==> config.mk <==
export PLATFORM = sky130hd
export DESIGN_NAME = divisor_seq
export DESIGN_NICKNAME = d
export VERILOG_FILES = /design/src/rtl/divisor_seq.sv
export SDC_FILE = /design/constraint.sdc
export NUM_CORES = 1
export LEC_CHECK = 0
export ABC_AREA = 1
export CORE_ASPECT_RATIO = 1.25
export CORE_UTILIZATION = 49
export DETAILED_ROUTE_END_ITERATION = 8
export GPL_ROUTABILITY_DRIVEN = 0
export PLACE_DENSITY = 0.76
export SLEW_MARGIN = 20
export SYNTH_ARGS = -nofsm -noshare
export SYNTH_HDL_FRONTEND = slang
export SYNTH_SLANG_ARGS = --single-unit
==> constraint.sdc <==
create_clock -name clk -period 1.8 [get_ports clk]
set_input_delay 0.27 -clock clk [delete_from_list [all_inputs] [get_ports clk]]
set_output_delay 0.27 -clock clk [all_outputs]
set_load 0.02 [all_outputs]
==> src/rtl/divisor_seq.sv <==
// Sequential restoring divider: one quotient bit per clock, results and done one edge after the last bit.
// Optional two's-complement mode is compiled in with `define DIVISOR_SEQ_SIGNED_EN.
module divisor_seq #(
  parameter int WIDTH = 8
) (
  input  logic             clk,
  input  logic             rst_n,
  input  logic             start,
  input  logic             sgn,
  input  logic [WIDTH-1:0] A,
  input  logic [WIDTH-1:0] B,
  output logic             busy,
  output logic             done,
  output logic [WIDTH-1:0] Q,
  output logic [WIDTH-1:0] R,
  output logic             R_exists,
  output logic             ERRO
);

  localparam logic [1:0] IDLE = 2'd0;
  localparam logic [1:0] RUN  = 2'd1;
  localparam logic [1:0] DONE = 2'd2;

  localparam int               CNT_W = $clog2(WIDTH);
  localparam logic [CNT_W-1:0] LAST  = CNT_W'(WIDTH - 1);

  logic [1:0]       state;
  logic [CNT_W-1:0] cnt_p0;
  logic [WIDTH:0]   rem_p0;
  logic [WIDTH-1:0] qa_p0;
  logic [WIDTH-1:0] b_p0;
  logic             dz_p0;
  logic             vld_p0;

  logic [WIDTH-1:0] a_mag;
  logic [WIDTH-1:0] b_mag;
  logic [WIDTH-1:0] q_fin;
  logic [WIDTH-1:0] r_fin;
  logic             accept;
  logic [WIDTH+1:0] trial;
  logic [WIDTH+1:0] diff;
  logic [WIDTH:0]   rem_nxt;
  logic             q_bit;

`ifdef DIVISOR_SEQ_SIGNED_EN
  logic a_neg;
  logic b_neg;
  logic neg_q_p0;
  logic neg_r_p0;

  function automatic logic [WIDTH-1:0] cond_neg(input logic [WIDTH-1:0] v, input logic neg);
    return neg ? (~v + WIDTH'(1)) : v;
  endfunction

  assign a_neg = sgn & A[WIDTH-1];
  assign b_neg = sgn & B[WIDTH-1];
  assign a_mag = cond_neg(A, a_neg);
  assign b_mag = cond_neg(B, b_neg);
  assign q_fin = cond_neg(qa_p0, neg_q_p0);
  assign r_fin = cond_neg(rem_p0[WIDTH-1:0], neg_r_p0);

  // Quotient sign is the XOR of operand signs; remainder follows the dividend.
  always_ff @(posedge clk or negedge rst_n) begin
    if (!rst_n) begin
      neg_q_p0 <= 1'b0;
      neg_r_p0 <= 1'b0;
    end else if (accept) begin
      neg_q_p0 <= a_neg ^ b_neg;
      neg_r_p0 <= a_neg;
    end
  end
`else
  logic unused_sgn;
  assign unused_sgn = sgn;
  assign a_mag      = A;
  assign b_mag      = B;
  assign q_fin      = qa_p0;
  assign r_fin      = rem_p0[WIDTH-1:0];
`endif

  assign accept = start & (((state == IDLE) & ~vld_p0) | (state == DONE));
  assign busy   = (state == RUN);

  // Trial subtraction one bit wider than the remainder so the borrow is explicit.
  assign trial   = {rem_p0, qa_p0[WIDTH-1]};
  assign diff    = trial - {2'b00, b_p0};
  assign q_bit   = ~diff[WIDTH+1];
  assign rem_nxt = q_bit ? diff[WIDTH:0] : trial[WIDTH:0];

  always_ff @(posedge clk or negedge rst_n) begin
    if (!rst_n) begin
      state    <= IDLE;
      cnt_p0   <= '0;
      rem_p0   <= '0;
      qa_p0    <= '0;
      b_p0     <= '0;
      dz_p0    <= 1'b0;
      vld_p0   <= 1'b0;
      done     <= 1'b0;
      Q        <= '0;
      R        <= '0;
      R_exists <= 1'b0;
      ERRO     <= 1'b0;
    end else begin
      done <= 1'b0;
      // Stage p0: operand capture, or one restoring step per clock
      if (accept) begin
        b_p0   <= b_mag;
        cnt_p0 <= '0;
        if (b_mag == '0) begin
          rem_p0 <= {1'b0, a_mag};
          qa_p0  <= '0;
          dz_p0  <= 1'b1;
          vld_p0 <= 1'b1;
          state  <= IDLE;
        end else begin
          rem_p0 <= '0;
          qa_p0  <= a_mag;
          dz_p0  <= 1'b0;
          state  <= RUN;
        end
      end else if (state == RUN) begin
        rem_p0 <= rem_nxt;
        qa_p0  <= {qa_p0[WIDTH-2:0], q_bit};
        cnt_p0 <= cnt_p0 + CNT_W'(1);
        if (cnt_p0 == LAST) begin
          state  <= IDLE;
          vld_p0 <= 1'b1;
        end
      // Stage p1: sign fix-up and result registers
      end else if (vld_p0) begin
        Q        <= q_fin;
        R        <= r_fin;
        R_exists <= ~dz_p0 & (r_fin != '0);
        ERRO     <= dz_p0;
        done     <= 1'b1;
        vld_p0   <= 1'b0;
        state    <= DONE;
      end else if (state == DONE) begin
        state <= IDLE;
      end
    end
  end

endmodule

# Yosys cells after proc, flatten, opt, wreduce, memory -nomap -nowiden
# Index checks and enable logic that the tools add are counted.
[totals]
in_bits = 20
latch_bits = 0
mem_bits_rw = 0
memories = 0
rom_bits = 0
reg_bits = 51
output_inout_bits = 20
word_cells = 59
[classes]
bitwise = 9
div_mod_pow = 0
shifts = 0
mul = 0
reduce_logical = 8
n_eq_ne = 5
n_lt_le_gt_ge = 0
n_addsub = 2
n_mux = 23
[op_table]
columns = ["cell", "n"]
rows = [
  ["$mux W8", 4],
  ["$mux W9", 3],
  ["$mux W2", 5],
  ["$sub A10 B8 Y10", 1],
  ["$mux W1", 9],
  ["$logic_not A8 Y1", 1],
  ["$reduce_bool A8 Y1", 1],
  ["$mux W3", 2],
  ["$not A1 Y1", 5],
  ["$reduce_and A2 Y1", 2],
  ["$reduce_bool A4 Y1", 1],
  ["$add A3 B1 Y3 const B", 1],
  ["$and A1 B1 Y1", 3],
  ["$eq A3 B3 Y1 const B", 1],
  ["$ne A3 B1 Y1 const B", 1],
  ["$reduce_and A3 Y1", 1],
  ["$eq A2 B1 Y1 const B", 1],
  ["$eq A2 B2 Y1 const B", 1],
  ["$logic_not A2 Y1", 1],
  ["$ne A2 B1 Y1 const B", 1],
  ["$reduce_bool A2 Y1", 1],
  ["$or A1 B1 Y1", 1],
]

# Depth between registers and ports, before layout
# Gate-level depths: netlist of run 1.
[logic_depth]
word_depth = 6
mapped_depth = 14
depth_no_buf = 14

# Worst setup path before layout of run 1
# OpenSTA, ideal clock, no wires.
[synth_path]
kind = "flip-flop to flip-flop"
from = "register rem_p0[3]"
to = "register rem_p0[8]"
arrival_time_ps = 1683
setup_time_ps = 131
synth_period_minus_slack_ps = 1814
path_stages_with_launch = 10
slack_ps = -14
required_time_ps = 1669
path_buffers = 0
cell_sequence = "dfrtp_1 > ha_1 > a21oi_1 > nand2_1 > nand2_1 > nand4_1 > nand3_1 > nand2_1 > nand2_1 > o21ai_0"
[synth_via]
elab_chain_len = 4
[synth_lines]
columns = ["element", "line_no", "text"]
rows = [
  ["from (decl)", "29", "logic [WIDTH:0] rem_p0;"],
  ["from (signal assigned)", "111", "rem_p0 <= {1'b0, a_mag};"],
  ["from (signal assigned)", "123", "rem_p0 <= rem_nxt;"],
  ["$sub A10 B8 Y10", "86", "assign diff = trial - {2'b00, b_p0};"],
  ["$mux W9", "88", "assign rem_nxt = q_bit ? diff[WIDTH:0] : trial[WIDTH:0];"],
  ["$mux W9", "122", "end else if (state == RUN) begin"],
  ["$mux W9", "107", "if (accept) begin"],
]
# No other way between the ends. The select of a mux whose other input is x is not followed.
# A chain may end at the register's enable or synchronous reset.

# Worst setup path after layout of run 1
[layout_path]
from = "register rem_p0[2]"
to = "register rem_p0[8]"
# The elaborated chain is that of the path after synthesis.

==> results.tsv, run 1 <==
stage	metric	value	unit
outcome	outcome	complete, but fails checks	
outcome	violations	negative setup slack	
floorplan	design.die.area	0.005908	mm2
logic_synthesis	synth-warning-count	0	
grt	grt_usage	24.73	%
logic_synthesis	syn_nets	385	
logic_synthesis	area_of_the_mapped_netlist	0.002745	mm2
drt	detail_route.vias_per_cell	5.519	
drt	length_of_routed_wiring_on_met1	3003	um
timing	timing.slew.headroom	74.56	%
floorplan	rows	30	
drt	routed.top_layer	met4	
timing	max_freq	0.5238	GHz
logic_synthesis	synthTopCellsByArea	dfrtp_1, nand2_1, inv_1	
cts	tritoncts.num_buffers	5	
timing	tightest_slew	0.3789	ns
grt	largest_net_degree_at_the_start_of_global_routing	52	
cts	cts_tree	done	
place	dp_hpwl	4914	um
finish	final_net_count	467	
floorplan	die_h	85.69	um
critical_path	worstPathArrival	2.15	ns
finish	antennaDiodeCount	0	
grt	number_of_global_route_vias_before_repair	2507	
floorplan	floorplan.initialDensity	50.79	%
logic_synthesis	synth_seq_cells	51	
critical_path	setup.worst_path.end_class	register	
logic_synthesis	synth_area_per_cell	7.755	um2
drt	wl_met3	443	um
critical_path	slowest_cp_cell	dfrtp_1	
critical_path	cp_common_cell	nand3_2	
cts	root_buffer	clkbuf_8	
drt	first_pass_iters	5	
critical_path	crit_fanout	5	
grt	grt_overflow	0	
floorplan	design.core.area	0.005405	mm2
critical_path	worst_ep_required	2.04	ns
logic_synthesis	syn-instance-count	354	
grt	antenna_found_initial	0	
drt	detailroute.wirelength.met2	4022	um
cts	insertion_delay	0.31	ns
critical_path	worst_setup_path_start_kind	register	
logic_synthesis	yosysTopAreaCellShare	46.49	%
timing	timing.clock.skew	0.008159	ns
critical_path	worst_path_largest_cell_delay	0.45	ns
floorplan	die_w	68.95	um
drt	drc	0	
grt	wire_length_of_the_first_global_routing_pass	10920	um
cts	cts.reportedPaths.clkPinSlew	0.10	ns
worst_hold_path	hold_path_class	input port to asynchronous set/reset pin	
critical_path	critPathKind	register to register	
cts	clockBufferDepth	2	
timing	finalHoldViolations	0	
drt	initialDrtViolationCount	268	
timing	final-setup-viol-count	10	
timing	timing.final.crit_period	1.909	ns
drt	drtAntennaViolNets	0	
timing	unrepaired_setup_endpoints_after_global_routing	true	
finish	post_route_cells_drive_above_1_share	27.92	%
job	cap_violations	0	
timing	finalMaxSlewViolations	0	
timing	post-route-period-util	106.1	%
finish	layout-area-overhead-vs-synth	43.80	%
logic_synthesis	synthDominantAreaCellType	dfrtp_1	
drt	via_count	2765	
timing	setup_ws	-0.1093	ns
floorplan	io_pins	40	
cts	h-tree-depth	2	
critical_path	crit_chain	ha_4, nand2_4, nor2_2, nand3_2, nand4_1, buf_6, nand3_2, nand2_2, nand2_1, o21ai_1	
drt	wl_per_cell	15.69	um
logic_synthesis	seq_area_frac_synth	46.49	%
cts	clock_sink_count	51	
drt	wirelength	7860	um
finish	final_util	73.03	%
logic_synthesis	synth.lib_cells_used.distinct	28	
place	port_buffers	38	
==> per-stage QoR <==
step / area [um2] / hold WS (ns) / TNS [ns] / worst slack [ns] / cells
final: 3948 / 0.4624 / -0.8003 / -0.1093 / 501
after global routing: 3948 / 0.4895 / -1.319 / -0.1695 / 501
after CTS: 3694 / 0.4776 / -0.02272 / -0.02272 / 496
after detailed placement: 3500 / 0.2814 / -1.027 / -0.1411 / 487
after global placement: 3500 / 0.2779 / -0.3124 / -0.05497 / 487
after floorplan: 2749 / -0.02559 / 0 / 0.02148 / 354
==> cells in the mapped netlist, drive strengths merged <==
cell	instances
a21oi	11
a22o	2
a31oi	1
and2	1
buf	4
clkbuf	4
dfrtp	51
fa	1
ha	10
inv	62
mux2	1
nand2	78
nand3	37
nand4	4
nor2	27
nor3	2
o211ai	1
o21a	1
o21ai	43
o22ai	8
or2	1
xnor2	2
xor2	2
==> layout by cell type, fill, tap and decap left out, types with 2 or more instances in the layout <==
master           count
nand2_2             11
nand3_2             14
nand2_4              3
clkdlybuf4s50_1     36
buf_4               39
clkbuf_8             5
inv_1               50
ha_1                 3
ha_4                 6
xor2_1               2
o21ai_1             21
nor2_2               4
a22o_1               2
nor2_1              21
buf_12               3
inv_2               12
a21oi_2              8
o21ai_0             22
nand4_1              4
dfrtp_1             51
xnor2_1              2
nand3_1             22
a21oi_4              2
nor2_4               2
o22ai_1              8
buf_6                2
nand2_1             64
==> layer usage <==
metal / up-vias / track usage, %
met5: - / 0
met4: 0 / 10.02
met3: 40 / 4.122
met2: 136 / 42.72
met1: 1285 / 29.55
li1: 1304 / -
==> state kept, by name, summed over array words and instances (netlist names), 2 cells and up <==
name,cells
Q,8
state,2
cnt_p0,3
b_p0,8
q_fin,8
R,8
rem_p0,9
==> cell families after synthesis <==
group / count (synthesis) / synth area share [%]
and+or+nand+nor: 150 / 23.70
buffers and inverters: 70 / 9.754
AOI/OAI and AO/OA: 67 / 13.08
DFF: 51 / 46.49
adders and majority gates: 11 / 5.287
xor gates and xnor gates: 4 / 1.276
muxes: 1 / 0.4102
==> path summary, 6_finish.rpt <==
check	startpoint	end	slack [ns]	cells past startpoint
worst min register to register	R[5]$_DFFE_PN0P_	R[5]$_DFFE_PN0P_	0.50	2
worst max-delay path	rem_p0[2]$_DFFE_PN0P_	rem_p0[8]$_DFFE_PN0P_	-0.11	10
worst min-delay path	rst_n	Q[0]$_DFFE_PN0P_	0.46	3
min in group clk	R[5]$_DFFE_PN0P_	R[5]$_DFFE_PN0P_	0.50	2
max in group asynchronous	rst_n	rem_p0[3]$_DFFE_PN0P_	1.10	3
worst max register to register	rem_p0[2]$_DFFE_PN0P_	rem_p0[8]$_DFFE_PN0P_	-0.11	10
==> worst max-delay path, delay by kind of cell (launching register included) <==
family | cells | cell delay (ns)
compound gates | 1 | 0.08
fa+ha+maj | 1 | 0.31
buf+inv | 1 | 0.18
flops | 1 | 0.45
simple gates | 7 | 0.82
==> final cells by class <==
cell class	instances	area, um2
repair buffers	83	759.5
multi-input cells	233	1484
fillers	389	1458
well taps	64	80.08
inverters	62	232.7
flip-flops and latches	51	1276
clock inverters	3	46.29
clock buffers	5	68.82
==> what timing repair did <==
item                       CTS  global route
hold endpoints to repair    51             0
resized for setup           15            55
buffers inserted             0             4
hold buffers                 1             0
setup endpoints to repair   11            10
gates cloned                 0             1
pin swaps                    0            22
Power of run 1 is left out: the tool's default activity adds up to more than one toggle a clock period on the data nets, which glitch-free logic cannot reach.
==> inputs of run 2 (changes only) <==
--- a/config.mk
+++ b/config.mk
@@ -11,7 +11,6 @@
 export DETAILED_ROUTE_END_ITERATION = 8
 export GPL_ROUTABILITY_DRIVEN = 0
 export PLACE_DENSITY = 0.76
-export SLEW_MARGIN = 20
 export SYNTH_ARGS = -nofsm -noshare
 export SYNTH_HDL_FRONTEND = slang
 export SYNTH_SLANG_ARGS = --single-unit
==> results of run 2 <==
No change in the layout: final DEF, timing and power equal those of run 1.
Power of run 2 is left out for the same reason.
==> inputs of run 3 (changes only) <==
==> config.mk (replaced) <==
export PLATFORM = sky130hd
export DESIGN_NAME = divisor_seq
export DESIGN_NICKNAME = d
export VERILOG_FILES = /design/src/rtl/divisor_seq.sv
export SDC_FILE = /design/constraint.sdc
export NUM_CORES = 1
export LEC_CHECK = 0
export CORE_ASPECT_RATIO = 1.25
export CORE_UTILIZATION = 50
export CTS_BUF_LIST = sky130_fd_sc_hd__clkbuf_4 sky130_fd_sc_hd__clkbuf_8
export CTS_CLUSTER_SIZE = 30
export DETAILED_ROUTE_END_ITERATION = 8
export GPL_ROUTABILITY_DRIVEN = 0
export PLACE_DENSITY = 0.78
export SYNTH_ARGS = -nofsm -noshare
export SYNTH_HDL_FRONTEND = slang
export SYNTH_SLANG_ARGS = --single-unit
==> run 3 against run 2 <==
  * The flow still finishes with violations (negative setup slack)
  * Via count down 15%
  * Die area down 5.3%
  * Worst hold slack worse by 0.035 ns
  * Global-route usage up 2.3 points
  * Critical path depth down 2
  * Clock-buffer cell count up 2
  * Synthesized cell count down 26%
  * Clock skew down 0.0033 ns
  * Largest cell class unchanged
==> results.tsv, run 3 <==
stage	metric	value	unit
timing	finalHoldViolations	0	
critical_path	critPathKind	register to register	
logic_synthesis	synth_area_per_cell	10.11	um2
cts	clockBufferDepth	2	
cts	root_buffer	clkbuf_8	
power_and_ir_drop	p_per_area	2338	mW/mm2
logic_synthesis	post_synth_top_cells	dfrtp_1, a21oi_1, nand2_1, nor2_1, o21ai_0	
finish	antennaDiodeCount	0	
finish	final_net_count	377	
finish	largest_register_ff_count	9	
critical_path	worst_setup_path_start_kind	register	
drt	first_pass_iters	4	
finish	layout-area-overhead-vs-synth	38.99	%
logic_synthesis	synth_seq_cells	51	
logic_synthesis	synthDominantAreaCellType	dfrtp_1	
timing	timing.clock.skew	0.004818	ns
finish	post_route_cells_drive_above_1_share	25.36	%
logic_synthesis	synth-main-ff-cell	dfrtp_1	
critical_path	rr_endpoint	rem_p0[7]$_DFFE_PN0P_	
timing	final-setup-viol-count	10	
job	cap_violations	0	
logic_synthesis	area_of_the_mapped_netlist	0.002648	mm2
finish	ff_latch_area	0.001276	mm2
critical_path	worst_path_largest_cell_delay	0.40	ns
worst_hold_path	hold_path_class	input port to asynchronous set/reset pin	
place	postPlaceCellArea	0.003425	mm2
critical_path	setup.worst_path.end_class	register	
grt	antenna_found_initial	0	
logic_synthesis	synthTopCellsByArea	dfrtp_1, a21oi_1, ha_1	
logic_synthesis	yosysTopAreaCellShare	48.20	%
place	dp.cells	393	
finish	top_register	rem_p0	
finish	mostFrequentLayoutCell	dfrtp_1	
timing	timing.final.crit_period	2.218	ns
drt	via_count	2339	
floorplan	design.die.area	0.005592	mm2
power_and_ir_drop	power.leakage	1.656	nW
floorplan	io_pins	40	
drt	drtAntennaViolNets	0	
critical_path	worst_ep_required	2.01	ns
timing	post-route-period-util	123.2	%
timing	tightest_slew	0.4573	ns
floorplan	design.core.area	0.005080	mm2
drt	drc	0	
logic_synthesis	postSynth.asyncResetShare	100.0	%
timing	finalMaxSlewViolations	0	
power_and_ir_drop	peakVddDrop	1472	uV
critical_path	crit_chain	ha_1, nor2b_4, o2111ai_4, a211oi_4, o211ai_1, buf_4, and3_4, a211o_1	
critical_path	critical_path.reg2reg.startpoint	rem_p0[0]$_DFFE_PN0P_	
finish	final_util	72.44	%
timing	timing.slew.headroom	69.51	%
logic_synthesis	seq_area_frac_synth	48.20	%
finish	mostFrequentLayoutCells	dfrtp_1, buf_4, clkdlybuf4s50_1	
logic_synthesis	synth_enable_flop_cells	0	
critical_path	cpLargestDelayFamily	compound AO/OA/AOI/OAI gates	
cts	cts.reportedPaths.clkPinSlew	0.09	ns
outcome	outcome	complete, but fails checks	
drt	initialDrtViolationCount	139	
floorplan	rows	29	
grt	largest_net_degree_at_the_start_of_global_routing	34	
logic_synthesis	synthMostInstantiatedCell	dfrtp_1	
finish	fill_cells	375	
outcome	violations	negative setup slack	
cts	insertion_delay	0.32	ns
logic_synthesis	synth-warning-count	0	
drt	wl_per_cell	16.52	um
finish	final_cells	409	
logic_synthesis	synth.lib_cells_used.distinct	46	
logic_synthesis	syn-instance-count	262	
grt	grt_overflow	0	
critical_path	slowest_cp_cell	dfrtp_1	
timing	hold_slack	0.4272	ns
logic_synthesis	syn_nets	293	
timing	setup_ws	-0.4179	ns
finish	multiInputGateArea	0.001354	mm2
grt	number_of_global_route_vias_before_repair	2377	
timing	unrepaired_setup_endpoints_after_global_routing	true	
floorplan	die_w	67.09	um
critical_path	critical_path_buf_inv_count	1	
cts	tritoncts.num_buffers	5	
drt	detail_route.vias_per_cell	5.719	
grt	wire_length_of_the_first_global_routing_pass	11260	um
timing	finalSetupTns	-3.553	ns
critical_path	worstPathArrival	2.43	ns
place	dp_hpwl	4717	um
cts	h-tree-depth	2	
drt	wirelength	6755	um
floorplan	die_h	83.36	um
grt	grt_usage	27.06	%
timing	max_freq	0.4509	GHz
critical_path	timing.reg2reg.worst_path_depth	8	
place	port_buffers	38	
cts	clock_sink_count	51	
cts	cts_tree	done	
floorplan	floorplan.initialDensity	52.12	%
critical_path	crit_fanout	4	
critical_path	worst-r2r-setup-slack	-0.42	ns
finish	layout.cell_area.non_filler	0.003680	mm2
==> run 3: area by class of cell <==
| type | instances | share of cell area (%) |
|---|---|---|
| clock buffer | 7 | 2.618 |
| clock inverter | 1 | 0.2040 |
| inverter | 14 | 1.428 |
| multi-input combinational | 183 | 36.79 |
| sequential | 51 | 34.68 |
| tap | 62 | 2.108 |
| timing repair buffer | 91 | 22.17 |
==> run 3: worst reg2reg max path, cell delays in order (launching register included) <==
cell and delay [ns]:
dfrtp_1 0.40, ha_1 0.29, nor2b_4 0.18, o2111ai_4 0.16, a211oi_4 0.28, o211ai_1 0.21
buf_4 0.18, and3_4 0.16, a211o_1 0.25
==> run 3: routing by layer <==
layer / global-route usage, % / vias up / wire length (um)
met5: 0 / - / 0
met4: 15.09 / 0 / 318
met3: 5.495 / 26 / 249
met2: 43.45 / 72 / 3415
met1: 32.85 / 1140 / 2771
li1: - / 1101 / -
==> run 3: logic make-up (layout without fill, tap and decap cells) <==
| family | Yosys count | count (layout) | share of synthesized area, % |
|---|---|---|---|
| xor+xnor | 4 | 4 | 1.323 |
| flops | 51 | 51 | 48.20 |
| compound gates | 69 | 69 | 16.82 |
| buf+inv | 28 | 113 | 4.584 |
| simple gates | 76 | 76 | 13.85 |
| fa+ha+maj | 11 | 11 | 5.482 |
| mux | 23 | 23 | 9.735 |
==> run 3: worst max-delay path by stage <==
stage,start,to,slack [ns],cells past startpoint
6_report,rem_p0[0]$_DFFE_PN0P_,rem_p0[7]$_DFFE_PN0P_,-0.42,8
5_1_grt,rem_p0[0]$_DFFE_PN0P_,rem_p0[7]$_DFFE_PN0P_,-0.48,8
4_1_cts,rem_p0[2]$_DFFE_PN0P_,rem_p0[0]$_DFFE_PN0P_,-0.31,7
3_5_place_dp,b_p0[1]$_DFFE_PN0N_,rem_p0[3]$_DFFE_PN0P_,-0.55,8
3_3_place_gp,b_p0[1]$_DFFE_PN0N_,rem_p0[2]$_DFFE_PN0P_,-0.45,8
2_1_floorplan,b_p0[1]$_DFFE_PN0N_,rem_p0[0]$_DFFE_PN0P_,-0.42,9
==> run 3: stage by stage <==
| step | worst slack, ns | total power (W) |
|---|---|---|
| after global routing | -0.4757 | 0.009191 |
| final | -0.4179 | 0.008603 |
| after CTS | -0.3128 | 0.008350 |
| after global placement | -0.4482 | 0.006994 |
| after floorplan | -0.4248 | 0.005260 |
| after detailed placement | -0.5547 | 0.007184 |
==> run 3: power by group <==
| group | switching (W) | internal [W] |
|---|---|---|
| logic | 0.00282 | 0.00288 |
| clock network | 0.000397 | 0.000350 |
| registers | 0.000401 | 0.00175 |
==> run 3: what timing repair did <==
action,in CTS,in global routing
pin swaps,7,7
hold buffers,1,0
setup endpoints to repair,11,10
endpoints found under the hold margin,18,0
cloned,0,0
gates resized for setup,18,2
setup buffers,3,4
Note: power is estimated with default switching activity, not from simulation.
